## src/rtl/alu_pkg.sv

```systemverilog
// Shared ALU definitions: opcode encodings, datapath widths and the result-entry record
// carried by downstream consumers of the 3-bit ALU.
package alu_pkg;

  localparam int ALU_DATA_W = 4;
  localparam int ALU_OP_W   = 2;

  localparam logic [ALU_OP_W-1:0] OP_AND = 2'b00;
  localparam logic [ALU_OP_W-1:0] OP_OR  = 2'b01;
  localparam logic [ALU_OP_W-1:0] OP_ADD = 2'b10;
  localparam logic [ALU_OP_W-1:0] OP_NOT = 2'b11;

  typedef struct packed {
    logic [ALU_DATA_W-1:0] result;
    logic [ALU_OP_W-1:0]   op;
    logic                  zero;
    logic                  carry;
  } alu_entry_t;

endpackage

```

## src/rtl/alu_flag_gen.sv

```systemverilog
// Combinational zero/carry flag generator for an ALU result; carry is the result MSB,
// meaningful only for ADD.
module alu_flag_gen
  import alu_pkg::*;
#(
  parameter int DATA_W = ALU_DATA_W,
  parameter int OP_W   = ALU_OP_W
) (
  input  logic [DATA_W-1:0] i_result,
  input  logic [OP_W-1:0]   i_op,
  output logic              o_zero,
  output logic              o_carry
);

  assign o_zero  = (i_result == '0);
  assign o_carry = (i_op == OP_W'(OP_ADD)) && i_result[DATA_W-1];

endmodule

```

## src/rtl/alu_result_fifo.sv

```systemverilog
// Result FIFO behind the ALU: stores {result, op, zero, carry} with valid/ready on both sides.
// Define ALU_RESULT_STATS_EN to add the saturating zero_pops counter output.
module alu_result_fifo
  import alu_pkg::*;
#(
  parameter  int DEPTH  = 4,
  parameter  int DATA_W = ALU_DATA_W,
  parameter  int OP_W   = ALU_OP_W,
  localparam int PTR_W  = $clog2(DEPTH)
) (
  input  logic              clk,
  input  logic              rst,
  input  logic              in_valid,
  output logic              in_ready,
  input  logic [DATA_W-1:0] in_result,
  input  logic [OP_W-1:0]   in_op,
  output logic              out_valid,
  input  logic              out_ready,
  output logic [DATA_W-1:0] out_result,
  output logic [OP_W-1:0]   out_op,
  output logic              out_zero,
  output logic              out_carry,
  output logic [PTR_W:0]    level
`ifdef ALU_RESULT_STATS_EN
  ,
  output logic [7:0]        zero_pops
`endif
);

  typedef struct packed {
    logic [DATA_W-1:0] result;
    logic [OP_W-1:0]   op;
    logic              zero;
    logic              carry;
  } entry_t;

  entry_t           r_mem [DEPTH];
  logic [PTR_W-1:0] r_wr_ptr;
  logic [PTR_W-1:0] r_rd_ptr;
  logic [PTR_W:0]   r_count;

  logic   w_full;
  logic   w_empty;
  logic   w_push;
  logic   w_pop;
  logic   w_zero;
  logic   w_carry;
  entry_t w_entry;
  entry_t w_head;

  alu_flag_gen #(
    .DATA_W (DATA_W),
    .OP_W   (OP_W)
  ) u_flag_gen (
    .i_result (in_result),
    .i_op     (in_op),
    .o_zero   (w_zero),
    .o_carry  (w_carry)
  );

  // Handshake status depends only on the registered count, never on the partner's signal.
  assign w_full  = (r_count == (PTR_W+1)'(DEPTH));
  assign w_empty = (r_count == '0);
  assign w_push  = in_valid && !w_full;
  assign w_pop   = out_ready && !w_empty;

  assign w_entry = '{result: in_result, op: in_op, zero: w_zero, carry: w_carry};

  // NOTE: storage is deliberately left out of reset; the empty gating on the outputs
  // hides stale contents, and keeping it reset-free lets it map onto plain RAM/flops.
  always_ff @(posedge clk) begin
    if (w_push) begin
      r_mem[r_wr_ptr] <= w_entry;
    end
  end

  // NOTE: sequential state uses non-blocking assignments so every register samples
  // the pre-edge values of the others.
  always_ff @(posedge clk or posedge rst) begin
    if (rst) begin
      r_wr_ptr <= '0;
      r_rd_ptr <= '0;
      r_count  <= '0;
    end else begin
      if (w_push) r_wr_ptr <= r_wr_ptr + PTR_W'(1);
      if (w_pop)  r_rd_ptr <= r_rd_ptr + PTR_W'(1);
      case ({w_push, w_pop})
        2'b10:   r_count <= r_count + (PTR_W+1)'(1);
        2'b01:   r_count <= r_count - (PTR_W+1)'(1);
        default: r_count <= r_count;
      endcase
    end
  end

  assign w_head = r_mem[r_rd_ptr];

  assign in_ready   = !w_full;
  assign out_valid  = !w_empty;
  assign out_result = w_empty ? '0   : w_head.result;
  assign out_op     = w_empty ? '0   : w_head.op;
  assign out_zero   = w_empty ? 1'b0 : w_head.zero;
  assign out_carry  = w_empty ? 1'b0 : w_head.carry;
  assign level      = r_count;

`ifdef ALU_RESULT_STATS_EN
  logic [7:0] r_zero_pops;

  always_ff @(posedge clk or posedge rst) begin
    if (rst) begin
      r_zero_pops <= '0;
    end else if (w_pop && w_head.zero && (r_zero_pops != 8'hFF)) begin
      r_zero_pops <= r_zero_pops + 8'd1;
    end
  end

  assign zero_pops = r_zero_pops;
`endif

endmodule

```

## config.mk

```make
export PLATFORM = sky130hd
export DESIGN_NAME = alu_result_fifo
export DESIGN_NICKNAME = d
export VERILOG_FILES = /design/src/rtl/alu_pkg.sv /design/src/rtl/alu_flag_gen.sv /design/src/rtl/alu_result_fifo.sv
export SDC_FILE = /design/constraint.sdc
export NUM_CORES = 1
export LEC_CHECK = 0
export CAP_MARGIN = 30
export CORE_ASPECT_RATIO = 1.25
export CORE_MARGIN = 5
export CORE_UTILIZATION = 47
export DETAILED_ROUTE_END_ITERATION = 7
export HOLD_SLACK_MARGIN = 0.1
export PLACE_DENSITY_LB_ADDON = 0.1
export SYNTH_ARGS = -nofsm -noshare
export SYNTH_HDL_FRONTEND = slang
export SYNTH_SLANG_ARGS = --single-unit
export TNS_END_PERCENT = 20
```

## constraint.sdc

```tcl
create_clock -name clk -period 3.4 [get_ports clk]
set_input_delay 0.68 -clock clk [delete_from_list [all_inputs] [get_ports clk]]
set_output_delay 0.68 -clock clk [all_outputs]
set_load 0.03 [all_outputs]
```

* Word-level counts from Yosys, hierarchy flattened
Memories as Yosys holds them, arrays and structs flattened. Cells that the tools add are included.
Storage, ports and cells: input bits 10, RAM bits 32, logic and storage cells 27, output and inout port bits 13, register bits after elaboration 7, memories 1
Memory list:
- r_mem | depth 4, width 8, read ports 1, clocked after Yosys merged registers in 0, wr ports 1, line alu_result_fifo.sv:37 | entry_t r_mem [DEPTH];
Cells by class: eq/ne operators 4, reduce and logical (&&, ||, !) cells 8, add/sub/neg operators 4, mux-type cells 7
Operator list (number):
- case mux 3 bit (2 select lines) | 1
- adder 2 x 1 -> 2 bit (second input constant) | 2
- equality test 2 bit (second input constant) | 2
- zero test 4 bit | 1
- two-way mux 1 bit | 4
- two-way mux 4 bit | 1
- adder 3 x 1 -> 3 bit (second input constant) | 1
- equality test 3 bit (second input constant) | 1
- logical AND 1 bit | 3
- zero test 3 bit | 1
- subtractor 3 x 1 -> 3 bit (second input constant) | 1
- equality test 2 x 1 -> 1 bit (second input constant) | 1
- zero test 1 bit | 2
- two-way mux 2 bit | 1
- nonzero test 2 bit | 1

* Logic depth before layout (Yosys ltp)
Gate-level depths: netlist of the first run.
depth in word-level cells 5, mapped depth 9, depth with buffers taken out 8

* Cells and area by module
Synthesis of the first run repeated with hierarchy kept, for this count alone.
Unflattened totals: cells, all modules 91, area total of the unflattened synthesis 1660.3 µm²
Modules (own cells, without submodules):
- alu_result_fifo | sequential area each 1136.1 µm², area an instance 1639.1 µm², cells an instance 89, instances 1
- alu_flag_gen | sequential area each 0.0 µm², area an instance 21.3 µm², cells an instance 2, instances 1

* Least setup slack after synthesis of the first run
No wires, ideal clock.
kind register to register, start point register r_count[0], in the netlist level[0], end point register r_count[2], in the netlist level[2], path slack 1.195 ns, data required time 3.320 ns, period minus slack after synthesis 2.205 ns, setup time 0.080 ns, cell stages (with the launch flop) 10, arrival 2.125 ns, path buffers 1, cell sequence dfrtp_1 > or3b_1 > buf_6 > nand2_4 > ha_1 > inv_1 > fa_1 > xor2_1 > nor2_1 > xor2_1
On the way: longest elaborated chain between the ends 5, elaborated cells on any way between the ends 12, classes of those cells 2 x add/sub; 3 x eq/ne; 1 x mux; 6 x reduce/logical
Ends and longest elaborated chain:
- from (decl) | line alu_result_fifo.sv:40 | logic [PTR_W:0] r_count;
- from (signal assigned) | line alu_result_fifo.sv:88 | 2'b10: r_count <= r_count + (PTR_W+1)'(1);
- from (signal assigned) | line alu_result_fifo.sv:89 | 2'b01: r_count <= r_count - (PTR_W+1)'(1);
- from (signal assigned) | line alu_result_fifo.sv:90 | default: r_count <= r_count;
- equality test 3 bit (*) | line alu_result_fifo.sv:62 | assign w_full = (r_count == (PTR_W+1)'(DEPTH));
- zero test 1 bit (*)
- via in_ready | line alu_result_fifo.sv:14 | output logic in_ready,
- logical AND 1 bit (*) | line alu_result_fifo.sv:64 | assign w_push = in_valid && !w_full;
- equality test 2 x 1 -> 1 bit / equality test 2 bit (equally long branches) | line alu_result_fifo.sv:87 | case ({w_push, w_pop})
- case mux 3 bit (2 select lines) / nonzero test 2 bit (equally long branches)
The timed path passes the listed nets; every way through them passes the cells marked *. A chain may end at the register's enable or synchronous reset.

* Worst setup path after layout of the first run
start point register r_rd_ptr[0], end point output port out_op[1]
On the way: longest elaborated chain between the ends 2
Ends and longest elaborated chain:
- from (decl) | line alu_result_fifo.sv:39 | logic [PTR_W-1:0] r_rd_ptr;
- from (signal assigned) | line alu_result_fifo.sv:86 | if (w_pop) r_rd_ptr <= r_rd_ptr + PTR_W'(1);
- memory read (4 x 8 bit)
- two-way mux 2 bit | line alu_result_fifo.sv:100 | assign out_op = w_empty ? '0 : w_head.op;
- to (decl) | line alu_result_fifo.sv:20 | output logic [OP_W-1:0] out_op,
Every way passes these cells.

==> impl_metrics.tcl, run 1 <==
set metrics [dict create \
    layout-drive-gt1-share_pct 11.97 \
    rrSetupSlack_ns 1.20 \
    worstPathArrival_ns 2.37 \
    hold_viol 0 \
    max_cap_violations 0 \
    cts.path.max_buffers 2 \
    power.leakage_nw 0.7591 \
    post_cts_buffers 0 \
    yosys.cell_types.count 23 \
    powerDensity_mw_per_mm2 960.7 \
    insertion_delay_ns 0.28 \
    syn_to_final_growth_pct 20.55 \
    syn_nets 107 \
    dieWidth_um 63.38 \
    finClkSkew_ns 0.006859 \
    fin_util_pct 58.44 \
    clkSinkCount 39 \
    nFillCells 263 \
    drv_slew 0 \
    track_usage_pct 11.87 \
    vias 854 \
    placed_cells 148 \
    fin_cells 156 \
    worst-setup-path-type "flip-flop to primary output" \
    ys_ff_latch 39 \
    clk_pin_slew_ns 0.07 \
    routedWlPerCell_um 17.92 \
    setup_violations 0 \
    core_area_sq_mm 0.003453 \
    syn_area_sq_mm 0.001674 \
    cp.required_ns 2.72 \
    cp-startpoint "r_rd_ptr[0]" \
    min_from "level[2]" \
    rows 24 \
    numCtsBuffers 5 \
    r2r-start "level[0]" \
    avgSynthCellArea_sq_um 18.40 \
    fmax_mhz 327.7 \
    routed_wl_um 2796 \
    overflow 0 \
    port_buffers 22 \
    post_cts_resized 0 \
    dp_hpwl_um 1959 \
    status "finished clean" \
    ys.warnings.count 0 \
    dieArea_sq_mm 0.004863 \
    grt_pass1_wl_um 4340 \
    io-pin-count 23 \
    dp_slack_ns 0.6319 \
    ant_nets 0 \
    finalWorstSetupSlack_ns 0.3481 \
    finalCritPeriodShare_pct 89.76 \
    drtPass1Iterations 4 \
    hp-class "flip-flop to flip-flop" \
    cp-start-kind "flip-flop" \
    tightestPinTransition_ns 0.5790 \
    rsz0062_at_grt "no" \
    postCtsHoldBufs 0 \
    drc 0 \
    cts_tree "yes" \
    via_per_inst 5.474 \
    die_h_um 76.73 \
    critical_path.max_fanout 10 \
    netlist_instances 91 \
    relSlewSlack_pct 61.04 \
    grt_max_degree 13 \
    finalPower_mw 1.939 \
    initial_core_util_pct 48.48 \
    worst_setup_path_end_kind "primary output" \
    grt_pass1_vias 897 \
    diodes 0 \
    tns_ns 0 \
    dr.first_iter.drc_count 11 \
    worst_ir_drop_vdd_v 0.0005879 \
    gp_congestion 0.6760 \
    fin_nets 132 \
    fin_crit_ns 3.052 \
    antenna_found_initial 0 \
    ys_seq_area_share_pct 67.86 \
    root_buffer "clkbuf_8" \
    h-tree-depth 2 \
]
registers in the layout (all words and copies together) (netlist names):
| signal | flops |
|---|---|
| r_mem | 32 |
| level | 3 |
| r_rd_ptr | 2 |
| r_wr_ptr | 2 |
stage by stage:
stage	hold slack (ns)	cell area, sq um
after global routing	0.5369	2018
after CTS	0.5155	2018
after global placement	0.5004	1911
after detailed placement	0.5049	1911
after floorplan	0.4834	1674
final	0.5187	2018
per-layer routing:
layer	vias up	part of all wire, %	GRT usage (%)
li1	386	-	-
met1	435	39	12.11
met2	31	54	21.75
met3	2	6.2	4.971
met4	0	0.50	3.119
met5	-	0	0
layout by cell type (no fill, tap or decap), drive strengths merged:
cell	n
and2	9
and3	4
and3b	1
bufinv	1
clkbuf	5
clkdlybuf4s50	22
clkinv	2
dfrtp	7
edfxtp	32
fa	1
ha	5
inv	6
mux2	1
mux2i	1
mux4	8
nand2	1
nand3	1
nor2	1
nor4	1
or3	1
or3b	1
xnor2	3
xor2	3
worst max-delay path: stages (launching register included):
cell             delay (ns)
dfrtp_1                0.71
mux4_1                 0.63
and2_1                 0.17
clkdlybuf4s50_1        0.58
cell type report:
class | instances | area, sq um | area share [%]
multi-input combinational | 42 | 483.0 | 23.93
timing repair buffer | 22 | 220.2 | 10.91
clock inverter | 3 | 38.79 | 1.922
clock buffer | 5 | 68.82 | 3.410
sequential | 39 | 1136 | 56.29
inverter | 6 | 22.52 | 1.116
tap | 39 | 48.80 | 2.418
report_power, final:
| part | total [mW] | switching, mW | internal [mW] |
|---|---|---|---|
| Combinational | 0.822 | 0.424 | 0.398 |
| Clock | 0.362 | 0.148 | 0.215 |
| Sequential | 0.755 | 0.107 | 0.647 |
cells by family after synthesis:
family / after synthesis / synth area share (%)
DFF: 39 / 67.86
and+or+nand+nor: 20 / 7.847
buffers and inverters: 10 / 3.288
muxes: 10 / 12.93
xor gates and xnor gates: 6 / 3.140
adders and majority gates: 6 / 4.933
path summary, 6_finish.rpt:
kind                               end  cells after the start
setup / recovery             out_op[1]                      3
hold / removal                level[2]                      1
setup reg to reg              level[2]                      8
hold reg to reg               level[2]                      1
max in group asynchronous  r_rd_ptr[0]                      2
min in group asynchronous     level[0]                      2
Yosys cell counts:
cell type / n / area share, %
nand2_4: 1 / 0.67
nor2_1: 1 / 0.22
buf_6: 2 / 1.3
fa_1: 1 / 1.2
nor4_1: 1 / 0.37
mux2_4: 1 / 0.90
and2_1: 9 / 3.4
mux4_1: 3 / 4.7
and3_1: 4 / 1.5
nand3_1: 1 / 0.30
buf_2: 1 / 0.30
inv_1: 6 / 1.3
ha_1: 5 / 3.7
or3b_1: 1 / 0.52
xnor2_1: 3 / 1.6
mux2i_1: 1 / 0.60
and3b_1: 1 / 0.52
dfrtp_1: 7 / 10
or3_1: 1 / 0.37
clkbuf_2: 1 / 0.30
mux4_2: 5 / 6.7
edfxtp_1: 32 / 57
xor2_1: 3 / 1.6
(Power assumes the default switching activity.)
==> run 2, diff against run 1 <==
--- a/config.mk
+++ b/config.mk
@@ -11,7 +11,7 @@
 export CORE_UTILIZATION = 47
 export DETAILED_ROUTE_END_ITERATION = 7
 export HOLD_SLACK_MARGIN = 0.1
-export PLACE_DENSITY_LB_ADDON = 0.1
+export PLACE_DENSITY = 0.7
 export SYNTH_ARGS = -nofsm -noshare
 export SYNTH_HDL_FRONTEND = slang
 export SYNTH_SLANG_ARGS = --single-unit
==> run 2 against run 1 <==
Effect of this change: hold slack improved by 0.019 ns; combinational power about the same; clock power barely moved; power barely moved; maximum frequency grew 0.46%; sequential share of layout area up 0.14 points; core utilization decreased by 0.14 points; largest cell class unchanged; critical path type unchanged; highest routed layer unchanged; global-route usage is 0.95 points higher; largest power group unchanged.
==> impl_metrics.tcl, run 2 (synthesized netlist as in run 1, its figures left out) <==
set metrics [dict create \
    dp_hpwl_um 1888 \
    rows 24 \
    ant_nets 0 \
    finClkSkew_ns 0.007074 \
    post_dp_cell_area_sq_mm 0.001911 \
    gp_congestion 0.7377 \
    rsz0062_at_grt "no" \
    post_cts_buffers 0 \
    status "finished clean" \
    root_buffer "clkbuf_8" \
    routed_wl_um 2741 \
    critical_path.max_fanout 10 \
    hold_path_depth 1 \
    port_buffers 22 \
    final_cell_mix "edfxtp_1 (32), clkdlybuf4s50_1 (22), and2_1 (9)" \
    relSlewSlack_pct 62.82 \
    fin_crit_ns 3.038 \
    diodes 0 \
    io-pin-count 23 \
    dieArea_sq_mm 0.004863 \
    layout-drive-gt1-share_pct 11.21 \
    fin_cells 155 \
    h-tree-depth 2 \
    hold_viol 0 \
    numCtsBuffers 5 \
    grt_max_degree 12 \
    max_cap_violations 0 \
    via_per_inst 5.335 \
    dieWidth_um 63.38 \
    track_usage_pct 12.82 \
    die_h_um 76.73 \
    fin_area_sq_mm 0.002013 \
    final_common_cell "edfxtp_1" \
    cts_tree "yes" \
    antenna_found_initial 0 \
    cts.path.max_buffers 2 \
    largest_register_ff_count 32 \
    drc 0 \
    core_area_sq_mm 0.003453 \
    vias 827 \
    cp-startpoint "r_rd_ptr[0]" \
    syn_to_final_growth_pct 20.25 \
    tightestPinTransition_ns 0.5576 \
    fmax_mhz 329.2 \
    regMostFlops "r_mem" \
    placed_cells 148 \
    r2r_cells 8 \
    overflow 0 \
    grt_pass1_vias 906 \
    hold_ws_ns 0.5374 \
    grt_pass1_wl_um 4650 \
    powerDensity_mw_per_mm2 962.7 \
    power.leakage_nw 0.7548 \
    setup_violations 0 \
    worst_ir_drop_vdd_v 0.0005267 \
    clkSinkCount 39 \
    finalCritPeriodShare_pct 89.35 \
    fin_nets 132 \
    cp.required_ns 2.72 \
    crit_end "out_op[0]" \
    cp-start-kind "flip-flop" \
    crit-reg2reg-capture "level[2]" \
    post_cts_resized 0 \
    worst_setup_path_end_kind "primary output" \
    rrSetupSlack_ns 1.21 \
    worstPathArrival_ns 2.36 \
    clk_pin_slew_ns 0.07 \
    hp-class "flip-flop to flip-flop" \
    postCtsHoldBufs 0 \
    worst-setup-path-type "flip-flop to primary output" \
    drv_slew 0 \
    routedWlPerCell_um 17.68 \
    initial_core_util_pct 48.48 \
    insertion_delay_ns 0.29 \
    r2r-start "level[0]" \
    drtPass1Iterations 4 \
    tns_ns 0 \
    dr.first_iter.drc_count 22 \
]
-- run 2: critical path, stage by stage (launching register included) --
cell	delay (ns)
dfrtp_1	0.70
mux4_1	0.62
and2_1	0.17
clkdlybuf4s50_1	0.59
-- run 2: routing by layer --
metal	wire length [um]	GRT usage, %
met1	1122	15.35
met2	1420	20.12
met3	148	5.263
met4	50	5.613
met5	0	0
-- run 2: stage by stage --
step           utilization, %  total power, mW  worst slack, ns
4_1_cts                 58.30            1.966           0.3133
2_1_floorplan               -            1.315            1.195
3_3_place_gp            55.33            1.569           0.6695
6_report                58.30            1.938           0.3620
3_5_place_dp            55.33            1.603           0.6335
5_1_grt                 58.30            2.041           0.2355
-- run 2: worst min-delay path by stage --
stage	end	start	slack (ns)
after global routing	level[2]	level[2]	0.56
after CTS	level[2]	level[2]	0.54
after floorplan	level[0]	rst	0.48
after global placement	level[2]	level[2]	0.49
after detailed placement	level[2]	level[2]	0.52
final	r_wr_ptr[0]	r_wr_ptr[0]	0.54
-- run 2: layout make-up --
cell class	instances	area, sq um
fillers	258	1440
flip-flops and latches	39	1136
multi-input cells	42	483.0
repair buffers	22	220.2
clock buffers	6	72.57
well taps	39	48.80
clock inverters	1	30.03
inverters	6	22.52
-- run 2: report_power, final --
group          leakage (nW)  switching (mW)  total [mW]  internal [mW]
sequential            0.378           0.104       0.751          0.647
combinational         0.326           0.426       0.823          0.398
clock                0.0513           0.149       0.364          0.215
total                 0.755           0.678        1.94           1.26
==> run 3, diff against run 2 <==
--- a/config.mk
+++ b/config.mk
@@ -5,13 +5,14 @@
 export SDC_FILE = /design/constraint.sdc
 export NUM_CORES = 1
 export LEC_CHECK = 0
+export ABC_AREA = 1
 export CAP_MARGIN = 30
 export CORE_ASPECT_RATIO = 1.25
 export CORE_MARGIN = 5
 export CORE_UTILIZATION = 47
 export DETAILED_ROUTE_END_ITERATION = 7
 export HOLD_SLACK_MARGIN = 0.1
-export PLACE_DENSITY = 0.7
+export PLACE_DENSITY = 0.69
 export SYNTH_ARGS = -nofsm -noshare
 export SYNTH_HDL_FRONTEND = slang
 export SYNTH_SLANG_ARGS = --single-unit
==> run 3 against run 2 <==
Effect of this change: routed wire length is 30% higher; hold slack worse by 0.022 ns; global-route usage is 2.7 points higher; critical endpoint is now out_result[2]; critical path depth is 1 higher; die area is 8.5% higher; clock skew is 0.0031 ns lower; maximum frequency is 6.6% higher; register-to-register slack better by 0.25 ns; core utilization is 0.71 points lower; first-iteration DRC count grew to 3.3 times the previous value.
==> impl_metrics.tcl, run 3 <==
set metrics [dict create \
    gp_congestion 0.7323 \
    io-pin-count 23 \
    rows 25 \
    synth_edf_count 32 \
    cp-startpoint "r_rd_ptr[1]" \
    cp_slowest_stage_delay_ns 0.70 \
    synth_top_cell_area_share_pct 52.17 \
    layout-drive-gt1-share_pct 5.634 \
    dp_hpwl_um 2476 \
    ys_seq_area_share_pct 61.68 \
    hold_viol 0 \
    cp.required_ns 2.72 \
    die_h_um 79.99 \
    setup_violations 0 \
    vias 1240 \
    fmax_mhz 350.9 \
    worst-setup-path-type "flip-flop to primary output" \
    finalPower_mw 2.012 \
    relSlewSlack_pct 43.87 \
    grt.met1_usage_pct 17.71 \
    grt_max_degree 19 \
    worst_ir_drop_vdd_v 0.0005087 \
    dr.first_iter.drc_count 73 \
    post_cts_resized 0 \
    ys.warnings.count 0 \
    cts_tree "yes" \
    status "finished clean" \
    post_cts_buffers 0 \
    post_dp_cell_area_sq_mm 0.002100 \
    cts.path.max_buffers 2 \
    grt_pass1_vias 1249 \
    worstPathBufferInverterCount 2 \
    final-seq-area_sq_mm 0.001136 \
    postCtsHoldBufs 0 \
    synth_ff_type "edfxtp_1" \
    largest_register_ff_count 32 \
    worstPathArrival_ns 2.17 \
    met3_usage_pct 2.394 \
    regMostFlops "r_mem" \
    max_cap_violations 0 \
    root_buffer "clkbuf_8" \
    hp-class "flip-flop to flip-flop" \
    async_flop_share_pct 17.95 \
    syn_area_sq_mm 0.001842 \
    grt_pass1_wl_um 5865 \
    h-tree-depth 2 \
    routedWlPerCell_um 13.36 \
    power.leakage_nw 0.9914 \
    final_common_cell "inv_1" \
    clkSinkCount 39 \
    core_area_sq_mm 0.003785 \
    grtUsageMet2_pct 25.98 \
    critical_path.max_fanout 11 \
    fin_nets 228 \
    yosys.cell_types.count 21 \
    ant_nets 0 \
    dieArea_sq_mm 0.005279 \
    fin_crit_ns 2.850 \
    routed_wl_um 3568 \
    drc 0 \
    nFillCells 346 \
    initial_core_util_pct 48.66 \
    synth.most_common_cell "inv_1" \
    port_buffers 22 \
    tightestPinTransition_ns 0.8389 \
    rsz0062_at_grt "no" \
    powerDensity_mw_per_mm2 923.2 \
    diodes 0 \
    finClkSkew_ns 0.003992 \
    crit_family "buffers and inverters" \
    final_cell_mix "inv_1 (47), nand2_1 (45), edfxtp_1 (32)" \
    drtPass1Iterations 4 \
    fin_area_sq_mm 0.002180 \
    min_from "level[0]" \
    cp-start-kind "flip-flop" \
    via_per_inst 4.644 \
    avgSynthCellArea_sq_um 9.902 \
    synthTopCellsByArea "edfxtp_1 (52%), inv_1 (9.6%), dfrtp_1 (9.5%)" \
    netlist_instances 186 \
    multi_input_area_sq_um 481.7 \
    finalCritPeriodShare_pct 83.81 \
    netlist_top_cells_count "inv_1 (47), nand2_1 (45), edfxtp_1 (32)" \
    antenna_found_initial 0 \
    fin_util_pct 57.59 \
    syn_nets 202 \
    track_usage_pct 15.49 \
    tns_ns 0 \
    clk_pin_slew_ns 0.06 \
    syn_to_final_growth_pct 18.34 \
    synth_top_area_cell "edfxtp_1" \
    crit_slowest_cell "clkdlybuf4s50_1" \
    dieWidth_um 65.99 \
    insertion_delay_ns 0.29 \
    r2r-start "level[1]" \
    worstPathCellList "inv_1 > nand3_1 > a21oi_1 > clkdlybuf4s50_1" \
    overflow 0 \
    top_usage_layer "met2" \
    drv_slew 0 \
    ys_ff_latch 39 \
    worst_setup_path_end_kind "primary output" \
    numCtsBuffers 5 \
]
## run 3: cell types whose count changed after synthesis, sizes merged, moves of 2 or more
cell   change
xor2       -3
inv       +43
nor2       +4
o21ai      +2
and3       -4
mux4       -8
a21oi      +8
nand3     +21
nand2     +46
and2       -9
## run 3: final timing paths
check | endpoint | slack (ns) | depth (start not counted)
max | out_result[2] | 0.55 | 4
min | level[0] | 0.52 | 1
max reg2reg | level[2] | 1.46 | 10
min reg2reg | level[0] | 0.52 | 1
max in group asynchronous | r_rd_ptr[1] | 2.55 | 2
min in group asynchronous | level[1] | 0.62 | 2
## run 3: logic make-up after synthesis
| logic type | synth area share, % |
|---|---|
| fa+ha+maj | 4.484 |
| simple gates | 17.80 |
| flops | 61.68 |
| buf+inv | 12.16 |
| compound gates | 2.921 |
| xor+xnor | 0.9513 |
## run 3: worst reg2reg max path, delay by kind of cell, from the launching register on
| family | cells | cell delay, ns |
|---|---|---|
| AND/OR/NAND/NOR | 6 | 0.68 |
| adder cells (fa/ha/maj) | 2 | 0.56 |
| buffers and inverters | 2 | 0.20 |
| flip-flops | 1 | 0.40 |
## run 3: final cells by class
| class | instances | share of cell area [%] |
|---|---|---|
| clock inverters | 2 | 0.3444 |
| flip-flops and latches | 39 | 52.12 |
| repair buffers | 23 | 10.45 |
| multi-input cells | 94 | 22.10 |
| inverters | 49 | 8.553 |
| well taps | 54 | 3.100 |
| clock buffers | 6 | 3.330 |
## run 3: stage by stage
stage | hold WS, ns | cells | setup WS, ns
3_3_place_gp | 0.4906 | 259 | 0.8842
3_5_place_dp | 0.5080 | 259 | 0.8711
4_1_cts | 0.5219 | 267 | 0.5278
5_1_grt | 0.5453 | 267 | 0.4243
2_1_floorplan | 0.4834 | 186 | 1.017
6_report | 0.5151 | 267 | 0.5504
## run 3: power by group
group          total [mW]  internal (mW)  switching (mW)  leakage [nW]
clock network       0.287          0.140           0.147        0.0403
logic                1.01          0.371           0.637         0.570
registers           0.717          0.644          0.0731         0.381
total                2.01           1.15           0.858         0.991
## run 3: routing by layer
metal | part of all wire (%) | wire (um)
met1 | 41 | 1472
met4 | 3.9 | 139
met2 | 51 | 1802
met5 | 0 | 0
met3 | 4.3 | 153
